[config.mk]
export PLATFORM = sky130hd
export DESIGN_NAME = instr_feeder_flat
export DESIGN_NICKNAME = d
export VERILOG_FILES = /design/src/rtl/instr_feeder_if.sv /design/src/rtl/instr_feeder.sv /design/src/flat_wrapper.sv
export SDC_FILE = /design/constraint.sdc
export NUM_CORES = 1
export LEC_CHECK = 0
export CORE_ASPECT_RATIO = 0.75
export CORE_MARGIN = 2
export CORE_UTILIZATION = 60
export DETAILED_ROUTE_END_ITERATION = 7
export PLACE_DENSITY = 0.75
export SETUP_SLACK_MARGIN = 0.15
export SYNTH_ARGS = -nofsm -noshare
export SYNTH_HDL_FRONTEND = slang
export SYNTH_SLANG_ARGS = --single-unit
export TNS_END_PERCENT = 100
[constraint.sdc]
create_clock -name Clock -period 4.5 [get_ports Clock]
set_input_delay 0.675 -clock Clock [delete_from_list [all_inputs] [get_ports Clock]]
set_output_delay 0.675 -clock Clock [all_outputs]
set_load 0.03 [all_outputs]
[src/rtl/instr_feeder_if.sv]
// Host/processor-facing bus of the instruction feeder.
// The master side is the host plus processor model; the slave side is the feeder.
interface instr_feeder_if #(
  parameter int ADDR_W = 4
);
  logic              WrEn;
  logic [ADDR_W-1:0] WrAddr;
  logic [15:0]       WrData;
  logic              Start;
  logic [ADDR_W:0]   Length;
  logic              Done;
  logic [15:0]       DIN;
  logic              Run;
  logic              Busy;
  logic              Finished;
  logic              Error;
  logic [ADDR_W-1:0] PC;
  logic [7:0]        InstrCount;

  modport master (
    output WrEn, WrAddr, WrData, Start, Length, Done,
    input  DIN, Run, Busy, Finished, Error, PC, InstrCount
  );

  modport slave (
    input  WrEn, WrAddr, WrData, Start, Length, Done,
    output DIN, Run, Busy, Finished, Error, PC, InstrCount
  );
endinterface

[src/rtl/instr_feeder.sv]
// Instruction sequencer: replays a preloaded program buffer into the
// processor's DIN/Run inputs, waiting on Done after each instruction.
module instr_feeder #(
  parameter int DEPTH   = 16,
  parameter int ADDR_W  = 4,
  parameter int TIMEOUT = 15
) (
  input logic          Clock,
  input logic          Reset,
  instr_feeder_if.slave bus
);

  typedef enum logic [2:0] {IDLE, ISSUE, IMM, WAIT, FINISH, ERR} state_t;

  localparam logic [2:0] OP_MVI      = 3'b001;
  localparam logic [7:0] TIMEOUT_CNT = 8'(TIMEOUT);

  state_t            state, state_next;
  logic [15:0]       mem [DEPTH];
  logic [ADDR_W:0]   rem, rem_next;
  logic [ADDR_W-1:0] pc, pc_next;
  logic [7:0]        tcnt, tcnt_next;
  logic [7:0]        instr_count;
  logic [15:0]       din;
  logic              run;
  logic              launch;
  logic              complete;
  logic              busy;

  // ERR is not busy so the host may reload the buffer after a timeout.
  assign busy = (state != IDLE) && (state != ERR);

  // Program buffer write port; reads are asynchronous below.
  // NOTE: the buffer has no reset on purpose -- a program must survive Reset,
  // and leaving it out lets the array map onto plain RAM.
  always_ff @(posedge Clock) begin
    if (bus.WrEn && !busy) mem[bus.WrAddr] <= bus.WrData;
  end

  // State register.
  // NOTE: every clocked process uses non-blocking assignments so all
  // registers update from the same pre-edge values.
  always_ff @(posedge Clock) begin
    if (Reset) state <= IDLE;
    else       state <= state_next;
  end

  // Next-state logic plus next values of PC, remaining-word and timeout counters.
  // NOTE: every signal gets a default first so no path leaves one unassigned
  // and no latch is inferred.
  always_comb begin
    state_next = state;
    pc_next    = pc;
    rem_next   = rem;
    tcnt_next  = '0;
    launch     = 1'b0;
    complete   = 1'b0;

    case (state)
      IDLE, ERR: begin
        if (bus.Start) begin
          if (bus.Length != '0) begin
            launch     = 1'b1;
            pc_next    = '0;
            rem_next   = bus.Length;
            state_next = ISSUE;
          end else begin
            state_next = FINISH;
          end
        end
      end

      ISSUE: begin
        // Done is not looked at here: the processor cannot finish in the issue cycle.
        rem_next = rem - 1'b1;
        if (din[15:13] == OP_MVI) begin
          pc_next    = pc + 1'b1;
          state_next = IMM;
        end else begin
          state_next = WAIT;
        end
      end

      IMM: begin
        // A trailing mvi past the counted length still fetches its immediate,
        // so the remaining count saturates instead of wrapping.
        rem_next = (rem == '0) ? '0 : rem - 1'b1;
        if (bus.Done) complete   = 1'b1;
        else          state_next = WAIT;
      end

      WAIT: begin
        // Done takes priority over a timeout expiring in the same cycle.
        if (bus.Done)                 complete   = 1'b1;
        else if (tcnt >= TIMEOUT_CNT) state_next = ERR;
        else                          tcnt_next  = tcnt + 1'b1;
      end

      FINISH:  state_next = IDLE;
      default: state_next = IDLE;
    endcase

    if (complete) begin
      if (rem_next == '0) begin
        state_next = FINISH;
      end else begin
        pc_next    = pc + 1'b1;
        state_next = ISSUE;
      end
    end
  end

  // Datapath registers: DIN/Run are loaded on the edge that enters ISSUE or IMM.
  always_ff @(posedge Clock) begin
    if (Reset) begin
      din         <= '0;
      run         <= 1'b0;
      pc          <= '0;
      rem         <= '0;
      tcnt        <= '0;
      instr_count <= '0;
    end else begin
      pc   <= pc_next;
      rem  <= rem_next;
      tcnt <= tcnt_next;
      run  <= (state_next == ISSUE);
      if (state_next == ISSUE || state_next == IMM) din <= mem[pc_next];
      if (launch)        instr_count <= '0;
      else if (complete) instr_count <= instr_count + 1'b1;
    end
  end

  assign bus.DIN        = din;
  assign bus.Run        = run;
  assign bus.Busy       = busy;
  assign bus.Finished   = (state == FINISH);
  assign bus.Error      = (state == ERR);
  assign bus.PC         = pc;
  assign bus.InstrCount = instr_count;

endmodule
[src/flat_wrapper.sv]
// flat-port wrapper written by rule: the top's interface ports become plain ports
module instr_feeder_flat 
#(
  parameter int DEPTH   = 16,
  parameter int ADDR_W  = 4,
  parameter int TIMEOUT = 15
)
  (Clock, Reset, bus_WrEn, bus_WrAddr, bus_WrData, bus_Start, bus_Length, bus_Done, bus_DIN, bus_Run, bus_Busy, bus_Finished, bus_Error, bus_PC, bus_InstrCount);
  instr_feeder_if #(.ADDR_W(ADDR_W)) bus_i ();
  input logic Clock;
  input logic Reset;
  input wire logic [$bits(bus_i.WrEn)-1:0] bus_WrEn;
  input wire logic [$bits(bus_i.WrAddr)-1:0] bus_WrAddr;
  input wire logic [$bits(bus_i.WrData)-1:0] bus_WrData;
  input wire logic [$bits(bus_i.Start)-1:0] bus_Start;
  input wire logic [$bits(bus_i.Length)-1:0] bus_Length;
  input wire logic [$bits(bus_i.Done)-1:0] bus_Done;
  output wire logic [$bits(bus_i.DIN)-1:0] bus_DIN;
  output wire logic [$bits(bus_i.Run)-1:0] bus_Run;
  output wire logic [$bits(bus_i.Busy)-1:0] bus_Busy;
  output wire logic [$bits(bus_i.Finished)-1:0] bus_Finished;
  output wire logic [$bits(bus_i.Error)-1:0] bus_Error;
  output wire logic [$bits(bus_i.PC)-1:0] bus_PC;
  output wire logic [$bits(bus_i.InstrCount)-1:0] bus_InstrCount;
  assign bus_i.WrEn = bus_WrEn;
  assign bus_i.WrAddr = bus_WrAddr;
  assign bus_i.WrData = bus_WrData;
  assign bus_i.Start = bus_Start;
  assign bus_i.Length = bus_Length;
  assign bus_i.Done = bus_Done;
  assign bus_DIN = bus_i.DIN;
  assign bus_Run = bus_i.Run;
  assign bus_Busy = bus_i.Busy;
  assign bus_Finished = bus_i.Finished;
  assign bus_Error = bus_i.Error;
  assign bus_PC = bus_i.PC;
  assign bus_InstrCount = bus_i.InstrCount;
  instr_feeder #(.DEPTH(DEPTH), .ADDR_W(ADDR_W), .TIMEOUT(TIMEOUT)) u_core (.Clock(Clock), .Reset(Reset), .bus(bus_i));
endmodule
# ---- Yosys cells after proc, flatten, opt, wreduce, memory -nomap -nowiden
# Memory sizes are Yosys's and may differ from the RTL's. A register that Yosys moved wholly into a read port is not among the register bits.
# Index checks and enable logic that the tools add are counted.
dict set report classes {
  add_sub_neg 4
  n_lt_le_gt_ge 1
  n_eq_ne 9
  n_mux 26
  bitwise_logic 1
  reduce_logical 13
}
# operator count
set op_table {}
lappend op_table {{two-way mux 3 bit} 7}
lappend op_table {{two-way mux 4 bit} 5}
lappend op_table {{adder 8 x 1 -> 8 bit, second input constant} 2}
lappend op_table {{two-way mux 5 bit} 3}
lappend op_table {{one-hot mux 5 bit (3 select lines)} 1}
lappend op_table {{one-hot mux 3 bit (4 select lines)} 1}
lappend op_table {{logical NOT 5 bit} 2}
lappend op_table {{equality test 3 x 1 -> 1 bit, second input constant} 3}
lappend op_table {{equality test 3 x 2 -> 1 bit, second input constant} 3}
lappend op_table {{>= comparator 8 x 4 -> 1 bit, second input constant} 1}
lappend op_table {{two-way mux 1 bit} 8}
lappend op_table {{one-hot mux 4 bit (2 select lines)} 1}
lappend op_table {{equality test 3 bit, second input constant} 2}
lappend op_table {{OR reduction 2 bit} 3}
lappend op_table {{nonzero test 5 bit} 1}
lappend op_table {{subtractor 5 x 1 -> 5 bit, second input constant} 1}
lappend op_table {{adder 4 x 1 -> 4 bit, second input constant} 1}
lappend op_table {{OR reduction 4 bit} 1}
lappend op_table {{logical NOT 3 bit} 1}
lappend op_table {{!= test 3 bit, second input constant} 1}
lappend op_table {{nonzero test 3 bit} 1}
lappend op_table {{logical AND 1 bit} 2}
lappend op_table {{logical NOT 1 bit} 1}
lappend op_table {{logical OR 1 bit} 1}
lappend op_table {{NOT 1 bit} 1}
dict set report totals {
  regBits 29
  ram_bits 256
  input_bits 30
  output_inout_bits 32
  wordCells 61
  n_memories 1
}
# memory words width rd rd_clocked_by_memory_dff wr line_no
set mem_list {}
lappend mem_list {u_core.mem 16 16 1 1 1 instr_feeder.sv:19} ;# logic [15:0] mem [DEPTH];

# ---- Longest topological paths before layout
# Gate-level depths: netlist of run 1.
dict set report logic_depth {
  word_depth 9
  mapped_depth 16
  ltp_nobuf 12
}

# ---- Worst setup path before layout of run 1
# No wires, ideal clock.
dict set report synth_timing {
  path_type {input port to flip-flop}
  from {input bus_Length[1]}
  to {register u_core.din[13], in the netlist u_core.bus.DIN[13] (read register of u_core.mem)}
  setup_time_ns 0.128
  arrival_ns 3.597
  required_ns 4.372
  slack_ns 0.775
  path_stages 12
  n_path_buf 2
  cell_sequence {or4_1 > buf_2 > o211ai_1 > a32o_1 > nand4bb_1 > mux2_2 > nor2_1 > buf_2 > mux4_2 > mux2_2 > a22oi_1 > o21ai_1}
}
dict set report synth_between {
  elab_chain_len 9
  elab_cells_between_ends 18
  classes_between {eq/ne: 2; mux: 13; reduce/logical: 3}
}
# item line_no
set synth_lines {}
lappend synth_lines {{start, declared} flat_wrapper.sv:16} ;# input wire logic [$bits(bus_i.Length)-1:0] bus_Length;
lappend synth_lines {{nonzero test 5 bit} instr_feeder.sv:62} ;# if (bus.Length != '0) begin
lappend synth_lines {{two-way mux 5 bit} instr_feeder.sv:62}
lappend synth_lines {{two-way mux 5 bit} instr_feeder.sv:61} ;# if (bus.Start) begin
lappend synth_lines {{one-hot mux 5 bit (3 select lines)} instr_feeder.sv:59} ;# case (state)
lappend synth_lines {{logical NOT 5 bit} instr_feeder.sv:104} ;# if (rem_next == '0) begin
lappend synth_lines {{two-way mux 3 bit} instr_feeder.sv:104}
lappend synth_lines {{two-way mux 3 bit} instr_feeder.sv:103} ;# if (complete) begin
lappend synth_lines {{equality test 3 x 1 -> 1 bit / equality test 3 x 2 -> 1 bit (equally long branches)} instr_feeder.sv:127} ;# if (state_next == ISSUE || state_next == IMM) din <= mem[pc_next];
lappend synth_lines {{logical OR 1 bit} instr_feeder.sv:127}
lappend synth_lines {{end, declared} instr_feeder.sv:24} ;# logic [15:0] din;
# Several ways; a longest one is shown, not always the timed one.
# A chain may end at the register's enable or synchronous reset.

# ---- Worst setup path after layout of run 1
dict set report layout_timing {
  from {register u_core.rem[0]}
  to {register u_core.din[8], in the netlist u_core.bus.DIN[8] (read register of u_core.mem)}
}
dict set report layout_between {
  elab_chain_len 8
  elab_cells_between_ends 14
  classes_between {add/sub: 1; eq/ne: 2; mux: 8; reduce/logical: 3}
}
# item line_no
set layout_lines {}
lappend layout_lines {{start, declared} instr_feeder.sv:20} ;# logic [ADDR_W:0] rem, rem_next;
lappend layout_lines {{start signal, assigned} instr_feeder.sv:124} ;# rem <= rem_next;
lappend layout_lines {{subtractor 5 x 1 -> 5 bit, or another cell as far along} {instr_feeder.sv:75, instr_feeder.sv:87}}
lappend layout_lines {{two-way mux 5 bit, on equally long branches} {instr_feeder.sv:87, instr_feeder.sv:61}}
lappend layout_lines {{one-hot mux 5 bit (3 select lines) *} instr_feeder.sv:59}
lappend layout_lines {{logical NOT 5 bit *} instr_feeder.sv:104}
lappend layout_lines {{two-way mux 3 bit} instr_feeder.sv:104}
lappend layout_lines {{two-way mux 3 bit} instr_feeder.sv:103}
lappend layout_lines {{equality test 3 x 1 -> 1 bit / equality test 3 x 2 -> 1 bit (equally long branches)} instr_feeder.sv:127}
lappend layout_lines {{logical OR 1 bit} instr_feeder.sv:127}
# Mark *: on every way between the ends. The rest lies on a longest branch, timed or not.

==> impl_results.md, run 1 <==
* Layout cells sized above 1 at 13.4%
* Via density at 6.90
* Setup Skew at 0.0241 ns
* Vias in the first global route at 11000
* Synth warn at 0
* Worst-path clk slew at 0.07 ns
* First-pass GRT wire length at 65700 µm
* Initial Util at 61.0%
* Number of flops mapped to enable cells by yosys at 256
* Die X at 184 µm
* Remaining global-route overflow at 0
* Yosys cell types at 77
* Clk root buf: clkbuf_16
* Met1 GRT Util at 51.1%
* Pre-CTS WS at -0.130 ns
* Largest delay share family, worst path: compound AO/OA/AOI/OAI gates
* Largest family of logic cells by synthesized area: compound AO/OA/AOI/OAI gates
* WL final at 43100 µm
* Layout area overhead at 16.4%
* Register area share after synthesis at 58.8%
* Placer Congestion at 0.961
* RSZ-0062 raised after global routing: true
* Top cell type's share of synthesized area at 52.6%
* CTS buffer count at 29
* Synth async-reset ratio at 0%
* WL/cell at 25.1 µm
* Post-Syn Area per Cell at 11.5 µm²
* Critical path buffer and inverter count at 4
* Final hold vios at 0
* Pin count of the biggest net entering global routing at 67
* Mapped Area at 0.0146 mm²
* All-Layer GR Usage at 33.8%
* CP dominant cell by count: buf_4
* H-tree depth at 1
* Cell Chain, Critical Path: inv_1 -> ha_1 -> nor3b_1 -> a311oi_1 -> a22oi_1 -> nand4bb_1 -> buf_4 -> o21ai_2 -> a32o_1 -> buf_4 -> buf_4 -> a211oi_1 -> o31ai_1 -> o211ai_1
* Post-synthesis adder-cell area fraction at 0.342%
* Maximum clock frequency at 0.236 GHz
* Post-synth top area cell: edfxtp_1
* HPWL Detailed at 28500 µm
* # DRC at 0
* Mux contribution to synthesized area at 5.39%
* Tcrit/Tclk final at 94.2%
* Headroom to the max-slew limit at 40.2%
* XOR/XNOR Fraction of Synth Area at 0.890%
* Worst Path Max Fanout at 8
* Met2 Use GR at 48.0%
* Crit-path max cell delay at 0.62 ns
* Most used routing layer in global routing: met1
* DR vias at 11800
* Cell Pwr Density at 499 mW/mm²
* Worst path slowest cell: a32o_1
* Initial antenna violation count at 1
* Worst endpoint required time at 4.91 ns
* Drt pass-1 iters at 6
* Synth Area in Compound Gates at 18.5%
* Clock sinks at 301
* Final Setup Violations at 0
* Layout Nets at 1398
* Design Area, Final at 0.0170 mm²
* Post-Synth Simple-Gate Area at 12.6%
* Hold Path Class: flip-flop to flip-flop
* # IOs at 62
* Flop and latch count out of synthesis at 301
* Die span in y at 139 µm
* Final ANT Viol Nets at 0
* CTS tree: built
* Met3 Use GR at 8.93%
* DP Cell Count at 1664
* Placed Area at 0.0160 mm²
* Core area at 0.0240 mm²
* Filler-free cell count of the finished design at 1717
* Synthesized instance count at 1276
* Max Cap Viol at 0
* Critical Path Sink Type: flip-flop
* Power Total at 8490 µW
* Top_reg_cell synth: edfxtp_1
* Lkg Pwr at 0.00563 µW
* Clock Path Buffers at 3
* # rows at 49
* Min Tclk post-route at 4.24 ns
* Critical path type: flip-flop to flip-flop
* Port bufs at 61
* Worst skew pair latency at 0.57 ns
* Arrival time worst endpoint at 4.65 ns
* Peak VDD IR at 0.000434 V
* PnR worst setup slack at 0.260 ns
* Setup Buffers After CTS at 0
* Fin. max-slew vios at 0
* Synth top area cells: edfxtp_1 53%, dfxtp_1 6.2%, mux2i_1 3.7%, nor2_1 3.2%, nand2_1 2.9%
* Worst-Margin Slew at 0.894 ns
* Startpoint types: flip-flop
* Die area at 0.0256 mm²
* Status: complete, no violations
* DR iter-0 viols at 2028
[worst paths after layout]
path | startpoint | endpoint | slack, ns | cells past startpoint
max | u_core.rem[0] | u_core.bus.DIN[8] | 0.26 | 14
max reg2reg | u_core.rem[0] | u_core.bus.DIN[8] | 0.26 | 14
min reg2reg | u_core.tcnt[0] | u_core.tcnt[0] | 0.45 | 1
min | u_core.tcnt[0] | u_core.tcnt[0] | 0.45 | 1
[synthesized netlist by cell type, types with 6 or more instances]
library cell,number
o31ai_1,23
nor2_1,126
a31oi_1,17
buf_2,20
dfxtp_1,45
o31a_1,11
xor2_1,8
a2111oi_0,14
buf_4,6
clkbuf_1,64
o22ai_1,40
nand2_1,113
a221oi_1,29
nor3_1,53
and3_1,30
o211ai_1,27
buf_1,8
mux2i_1,54
o221ai_1,13
o21ai_0,52
a2bb2oi_1,11
edfxtp_1,256
mux2_2,16
and2_1,13
a211oi_1,52
a21oi_1,41
inv_1,17
or4_1,13
[registers in the layout, indices dropped and copies added (netlist names)]
name	cells
u_core.bus.InstrCount	8
u_core.bus.Run	1
u_core.bus.PC	4
u_core.mem	256
u_core.tcnt	8
u_core.bus.DIN	16
u_core.rem	5
u_core.state	3
[timing repair]
action                     in CTS  in global routing
hold buffers                    0                  0
gates resized for setup         0                  5
setup endpoints to repair       0                 15
[layer usage]
layer	wire, µm	vias to the layer above	share of wire, %
met5	0	-	0
met4	1180	0	2.7
met3	6260	107	15
met2	18400	903	43
met1	17300	5658	40
li1	-	5177	-
[cells by family after synthesis]
family / count (synthesis)
xor+xnor: 14
compound gates: 375
fa+ha+maj: 4
other cells: 1
simple gates: 390
buf+inv: 118
flops: 301
mux: 73
[metrics by stage]
step | hold slack, ns | TNS, ns | utilization (%)
2_1_floorplan | 0.418 | 0 | -
3_3_place_gp | 0.429 | -0.0132 | 66.9
3_5_place_dp | 0.440 | -0.219 | 66.9
4_1_cts | 0.454 | 0 | 70.9
5_1_grt | 0.459 | 0 | 71.0
6_report | 0.449 | 0 | 71.0
[report_power, final]
group / leakage [µW] / total (µW) / internal [µW] / switching (µW)
Clock: 0.000466 / 2450 / 1410 / 1050
Sequential: 0.00268 / 3290 / 3140 / 154
Combinational: 0.00249 / 2750 / 1070 / 1680
[final cells by class]
class                      count  area (µm²)
sequential                   301        8590
timing repair buffer         155        1390
tap                          331         414
multi-input combinational    860        5610
clock buffer                  31         733
inverter                      17        63.8
clock inverter                21         216
fill                        1660        6950
antenna                        1        2.50
[cells in the final DEF (no fill, tap or decap), drive strengths merged, types with 45 or more instances in the layout]
| cell | Yosys | routed |
|---|---|---|
| a211oi | 52 | 52 |
| buf | 37 | 94 |
| clkdlybuf4s50 | 0 | 61 |
| dfxtp | 45 | 45 |
| edfxtp | 256 | 256 |
| mux2i | 54 | 54 |
| nand2 | 114 | 114 |
| nor2 | 127 | 127 |
| nor3 | 54 | 54 |
| o21ai | 57 | 57 |
(Power assumes the default switching activity.)
==> inputs of run 2 (changes only) <==
--- a/config.mk
+++ b/config.mk
@@ -8,9 +8,12 @@
 export CORE_ASPECT_RATIO = 0.75
 export CORE_MARGIN = 2
 export CORE_UTILIZATION = 60
+export CTS_BUF_LIST = sky130_fd_sc_hd__clkbuf_16
 export DETAILED_ROUTE_END_ITERATION = 7
+export GPL_ROUTABILITY_DRIVEN = 0
 export PLACE_DENSITY = 0.75
 export SETUP_SLACK_MARGIN = 0.15
+export SLEW_MARGIN = 30
 export SYNTH_ARGS = -nofsm -noshare
 export SYNTH_HDL_FRONTEND = slang
 export SYNTH_SLANG_ARGS = --single-unit
==> run 2 against run 1 <==
Net effect:
- worst hold slack lost 0.00098 ns
- routed wire length grew 0.74%
- clock power shrank 3%
- clock-buffer cell count shrank 2
- sequential power is essentially flat
- critical endpoint is now u_core.bus.DIN[6]
- sequential cell count is the same
- cell area shrank 0.37%
==> impl_results.md, run 2 (synthesis results as in run 1) <==
* WL final at 43400 µm
* Hold Path Class: flip-flop to flip-flop
* Cell Chain, Critical Path: inv_1 -> ha_1 -> nor4bb_1 -> o22ai_1 -> a221oi_2 -> nor4bb_4 -> buf_4 -> buf_4 -> nand2_2 -> a31o_1 -> nand2_1 -> buf_4 -> a211oi_1 -> buf_4 -> or4_1 -> o211ai_1
* Most frequent cells in the layout: 256 x edfxtp_1, 123 x nor2_1, 112 x nand2_1, 83 x buf_4, 61 x clkdlybuf4s50_1
* Peak VDD IR at 0.000372 V
* Final Util at 70.7%
* Clock sinks at 301
* Number of flip-flops in the largest register at 256
* Min Tclk post-route at 4.13 ns
* Lkg Pwr at 0.00561 µW
* RSZ-0062 raised after global routing: false
* WL/cell at 25.3 µm
* Setup Skew at 0.0105 ns
* All-Layer GR Usage at 33.5%
* Worst-path clk slew at 0.06 ns
* Worst-Margin Slew at 0.878 ns
* Status: complete, no violations
* Die area at 0.0256 mm²
* Initial Util at 61.0%
* Final hold vios at 0
* Crit-path max cell delay at 0.55 ns
* Die span in y at 139 µm
* Initial antenna violation count at 4
* Largest Register: u_core.mem
* Worst Path Max Fanout at 13
* DR vias at 11800
* Pin count of the biggest net entering global routing at 98
* Drt pass-1 iters at 6
* H-tree depth at 1
* Die X at 184 µm
* Max Cap Viol at 0
* Via density at 6.88
* Clk root buf: clkbuf_16
* # rows at 49
* Final Setup Violations at 0
* Final ANT Viol Nets at 0
* CP dominant cell by count: buf_4
* Vias in the first global route at 11100
* Critical Path Sink Type: flip-flop
* TNS Setup at 0 ns
* Post-cts sizing count at 0
* Layout Nets at 1395
* Arrival time worst endpoint at 4.61 ns
* Port bufs at 61
* Remaining global-route overflow at 0
* Layout area overhead at 16.0%
* # DRC at 0
* Clock Path Buffers at 3
* Worst endpoint required time at 4.98 ns
* Critical path type: flip-flop to flip-flop
* Setup Buffers After CTS at 0
* Maximum clock frequency at 0.242 GHz
* Tcrit/Tclk final at 91.7%
* Layout cells sized above 1 at 13.1%
* # IOs at 62
* Cell Pwr Density at 501 mW/mm²
* Most common cell after layout, fill and taps aside: edfxtp_1
* Startpoint types: flip-flop
* HPWL Detailed at 28300 µm
* Hold_ws at 0.448 ns
* Fin. max-slew vios at 0
* Hold_buf cts at 0
* Headroom to the max-slew limit at 39.9%
* CTS buffer count at 29
* Worst skew pair latency at 0.56 ns
* CTS tree: built
* First-pass GRT wire length at 65200 µm
* Worst path slowest cell: nor4bb_4
* DR iter-0 viols at 1841
* Core area at 0.0240 mm²
==> run 2: final cells by class <==
| cell class | instances | area [µm²] |
|---|---|---|
| Sequential cell | 301 | 8590 |
| Fill cell | 1721 | 7010 |
| Multi-Input combinational cell | 861 | 5590 |
| Timing Repair Buffer | 151 | 1370 |
| Clock buffer | 29 | 726 |
| Tap cell | 331 | 414 |
| Clock inverter | 25 | 194 |
| Inverter | 17 | 63.8 |
| Antenna cell | 3 | 7.51 |
==> run 2: power breakdown <==
group	switching [µW]	total, µW	internal, µW
logic	1710	2790	1080
clock network	1040	2380	1340
registers	176	3310	3140
total	2930	8490	5560
==> run 2: worst max-delay path: cells and delay by family, from the launching register on <==
kind,cells,cell delay (ns)
AOI/OAI and AO/OA,5,0.99
DFF,1,0.36
adders and majority gates,1,0.21
and+or+nand+nor,5,1.64
buffers and inverters,5,0.83
==> run 2: layer usage <==
metal | track usage [%] | up-vias | share of wire (%)
li1 | - | 5181 | -
met1 | 49.9 | 5587 | 40
met2 | 47.7 | 903 | 42
met3 | 8.93 | 144 | 14
met4 | 11.0 | 2 | 3.4
met5 | 0 | - | 0.028
==> run 2: final timing paths <==
path / start / endpoint / slack, ns / depth (start not counted)
worst max register to register: u_core.rem[0] / u_core.bus.DIN[6] / 0.37 / 16
worst min register to register: u_core.tcnt[0] / u_core.tcnt[0] / 0.45 / 1
worst min-delay path: u_core.tcnt[0] / u_core.tcnt[0] / 0.45 / 1
worst max-delay path: u_core.rem[0] / u_core.bus.DIN[6] / 0.37 / 16
==> run 2: per-stage QoR <==
stage / cells / area, µm² / setup WS, ns / power, µW
after floorplan: 1279 / 14600 / 0.775 / 5040
after global placement: 1660 / 16000 / 0.0690 / 5970
after detailed placement: 1660 / 16000 / -0.0775 / 6030
after CTS: 1714 / 16900 / 0.360 / 8390
after global routing: 1717 / 17000 / 0.230 / 8780
final: 1718 / 17000 / 0.372 / 8490
==> inputs of run 3 (changes only) <==
--- a/config.mk
+++ b/config.mk
@@ -9,6 +9,8 @@
 export CORE_MARGIN = 2
 export CORE_UTILIZATION = 60
 export CTS_BUF_LIST = sky130_fd_sc_hd__clkbuf_16
+export CTS_CLUSTER_DIAMETER = 200
+export CTS_CLUSTER_SIZE = 8
 export DETAILED_ROUTE_END_ITERATION = 7
 export GPL_ROUTABILITY_DRIVEN = 0
 export PLACE_DENSITY = 0.75
==> run 3 against run 2 <==
Net effect:
- clock-buffer cell count rose by 14
- via count is 1.9% higher
- total power is 6.4% higher
- largest power group unchanged
- global-route usage grew 0.74 points
- critical endpoint is now u_core.bus.DIN[12]
- clock skew is essentially flat
==> impl_results.md, run 3 (synthesis results as in run 1) <==
* Clock sinks at 301
* Worst skew pair latency at 0.55 ns
* Vias in the first global route at 11400
* Reg-to-Reg Start: u_core.rem[0]
* Remaining global-route overflow at 0
* Drt pass-1 iters at 7
* Fillers at 1660
* Layout area overhead at 18.3%
* WL/cell at 25.2 µm
* Most frequent cells in the layout: 256 x edfxtp_1, 123 x nor2_1, 112 x nand2_1, 83 x buf_4, 61 x clkdlybuf4s50_1
* Pin count of the biggest net entering global routing at 98
* Hold Path Class: flip-flop to flip-flop
* Via density at 6.91
* Die X at 184 µm
* Hold Crit Endpoint: u_core.tcnt[0]
* Initial Util at 61.0%
* Net Sw Power at 3080 µW
* Setup Buffers After CTS at 0
* Lkg Pwr at 0.00588 µW
* CTS tree: built
* Status: complete, no violations
* Setup Skew at 0.0100 ns
* Final Setup Violations at 0
* Port bufs at 61
* Arrival time worst endpoint at 4.62 ns
* DR iter-0 viols at 1980
* Number of flip-flops in the largest register at 256
* Clock Path Buffers at 3
* Maximum clock frequency at 0.241 GHz
* Peak VDD IR at 0.000350 V
* Startpoint types: flip-flop
* Crit Reg-Reg Endpoint: u_core.bus.DIN[12]
* First-pass GRT wire length at 66600 µm
* Worst Path Max Fanout at 23
* Final hold vios at 0
* Part of the power in the clock network at 32.4%
* Critical path type: flip-flop to flip-flop
* Hold_sp: u_core.tcnt[0]
* Min Tclk post-route at 4.15 ns
* Placed Area at 0.0160 mm²
* Final Util at 72.1%
* Final ANT Viol Nets at 0
* Tcrit/Tclk final at 92.3%
* Max Cap Viol at 0
* Sw Ratio at 34.1%
* Share of power burned in registers at 36.7%
* Fin. max-slew vios at 0
* CTS buffer count at 43
* Power Total at 9040 µW
* Die area at 0.0256 mm²
* Headroom to the max-slew limit at 35.3%
* Design Area, Final at 0.0173 mm²
* Cell Pwr Density at 523 mW/mm²
* H-tree depth at 2
* Worst-Margin Slew at 0.947 ns
* DR vias at 12000
* HPWL Detailed at 28300 µm
* Worst endpoint required time at 4.97 ns
* Largest Register: u_core.mem
* Core area at 0.0240 mm²
* # DRC at 0
* Layout Nets at 1409
* WL final at 44000 µm
* # rows at 49
* Pint at 5950 µW
* Hold depth at 1
* Reg-to-reg slack, setup at 0.35 ns
* Clk root buf: clkbuf_16
* Most common cell after layout, fill and taps aside: edfxtp_1
* Worst r2r path cells at 15
* Worst-path clk slew at 0.05 ns
* RSZ-0062 raised after global routing: false
* Initial antenna violation count at 2
* Layout cells sized above 1 at 13.3%
* Die span in y at 139 µm
* Combinational Power Share at 30.9%
* Critical Path Sink Type: flip-flop
* # IOs at 62
* All-Layer GR Usage at 34.2%
## run 3: changes by cell type in the layout (fill, tap and decap cells not counted), sizes merged
cell and change:
inv +32, clkbuf +14, clkinv -16, bufinv -3, clkinvlp -2
## run 3: repair_timing
| item | CTS | global route |
|---|---|---|
| endpoints found under the setup margin | 0 | 14 |
| hold buffers | 0 | 0 |
| gates resized for setup | 0 | 3 |
| hold endpoints to repair | 0 | 0 |
## run 3: power groups by stage
stage / Sequential, µW / Combinational [µW] / Clock, µW
final: 3320 / 2790 / 2920
after global routing: 3320 / 2960 / 3080
after CTS: 3310 / 2690 / 2960
after detailed placement: 3360 / 2670 / 0
after global placement: 3360 / 2610 / 0
after floorplan: 3350 / 1680 / 0
## run 3: worst max-delay path by stage
stage / slack, ns / startpoint / depth (start not counted) / endpoint
6_report: 0.35 / u_core.rem[0] / 15 / u_core.bus.DIN[12]
5_1_grt: 0.18 / u_core.rem[0] / 16 / u_core.bus.DIN[5]
4_1_cts: 0.35 / u_core.state[0] / 11 / u_core.bus.DIN[3]
3_5_place_dp: -0.08 / bus_Start / 13 / u_core.bus.DIN[3]
3_3_place_gp: 0.07 / bus_Start / 13 / u_core.bus.DIN[3]
2_1_floorplan: 0.77 / bus_Length[1] / 12 / u_core.bus.DIN[13]
## run 3: final cells by class
cell class	count	area [µm²]	area share (%)
Antenna cell	3	7.51	0.0434
Clock buffer	43	1080	6.22
Inverter	17	63.8	0.369
Multi-Input combinational cell	861	5600	32.4
Sequential cell	301	8590	49.7
Timing Repair Buffer	151	1370	7.89
Clock inverter	36	174	1.01
Tap cell	331	414	2.39
## run 3: metrics by stage
step           hold slack (ns)  setup TNS (ns)  instances  worst slack (ns)
4_1_cts                  0.450               0       1739             0.347
2_1_floorplan            0.418               0       1279             0.775
3_5_place_dp             0.442          -0.223       1660           -0.0775
5_1_grt                  0.462               0       1742             0.185
3_3_place_gp             0.429               0       1660            0.0690
6_report                 0.447               0       1743             0.346
## run 3: routing by layer
layer  part of all wire (%)  vias up  track usage [%]
met4                    2.8        0             11.5
met5                      0        -                0
met2                     43      943             48.9
met3                     14      117             9.09
li1                       -     5210                -
met1                     40     5769             50.9
## run 3: worst max-delay path, cell delays in order, from the launching register on
cell and delay, ns:
dfxtp_1 0.37, inv_1 0.08, ha_1 0.21, nor4bb_1 0.37, o22ai_1 0.16, a221oi_2 0.34
nor4bb_4 0.56, buf_4 0.22, buf_4 0.17, a211oi_1 0.12, a41oi_4 0.27, buf_12 0.23
a211oi_1 0.07, a2bb2oi_1 0.14, or4_1 0.61, o211ai_1 0.13
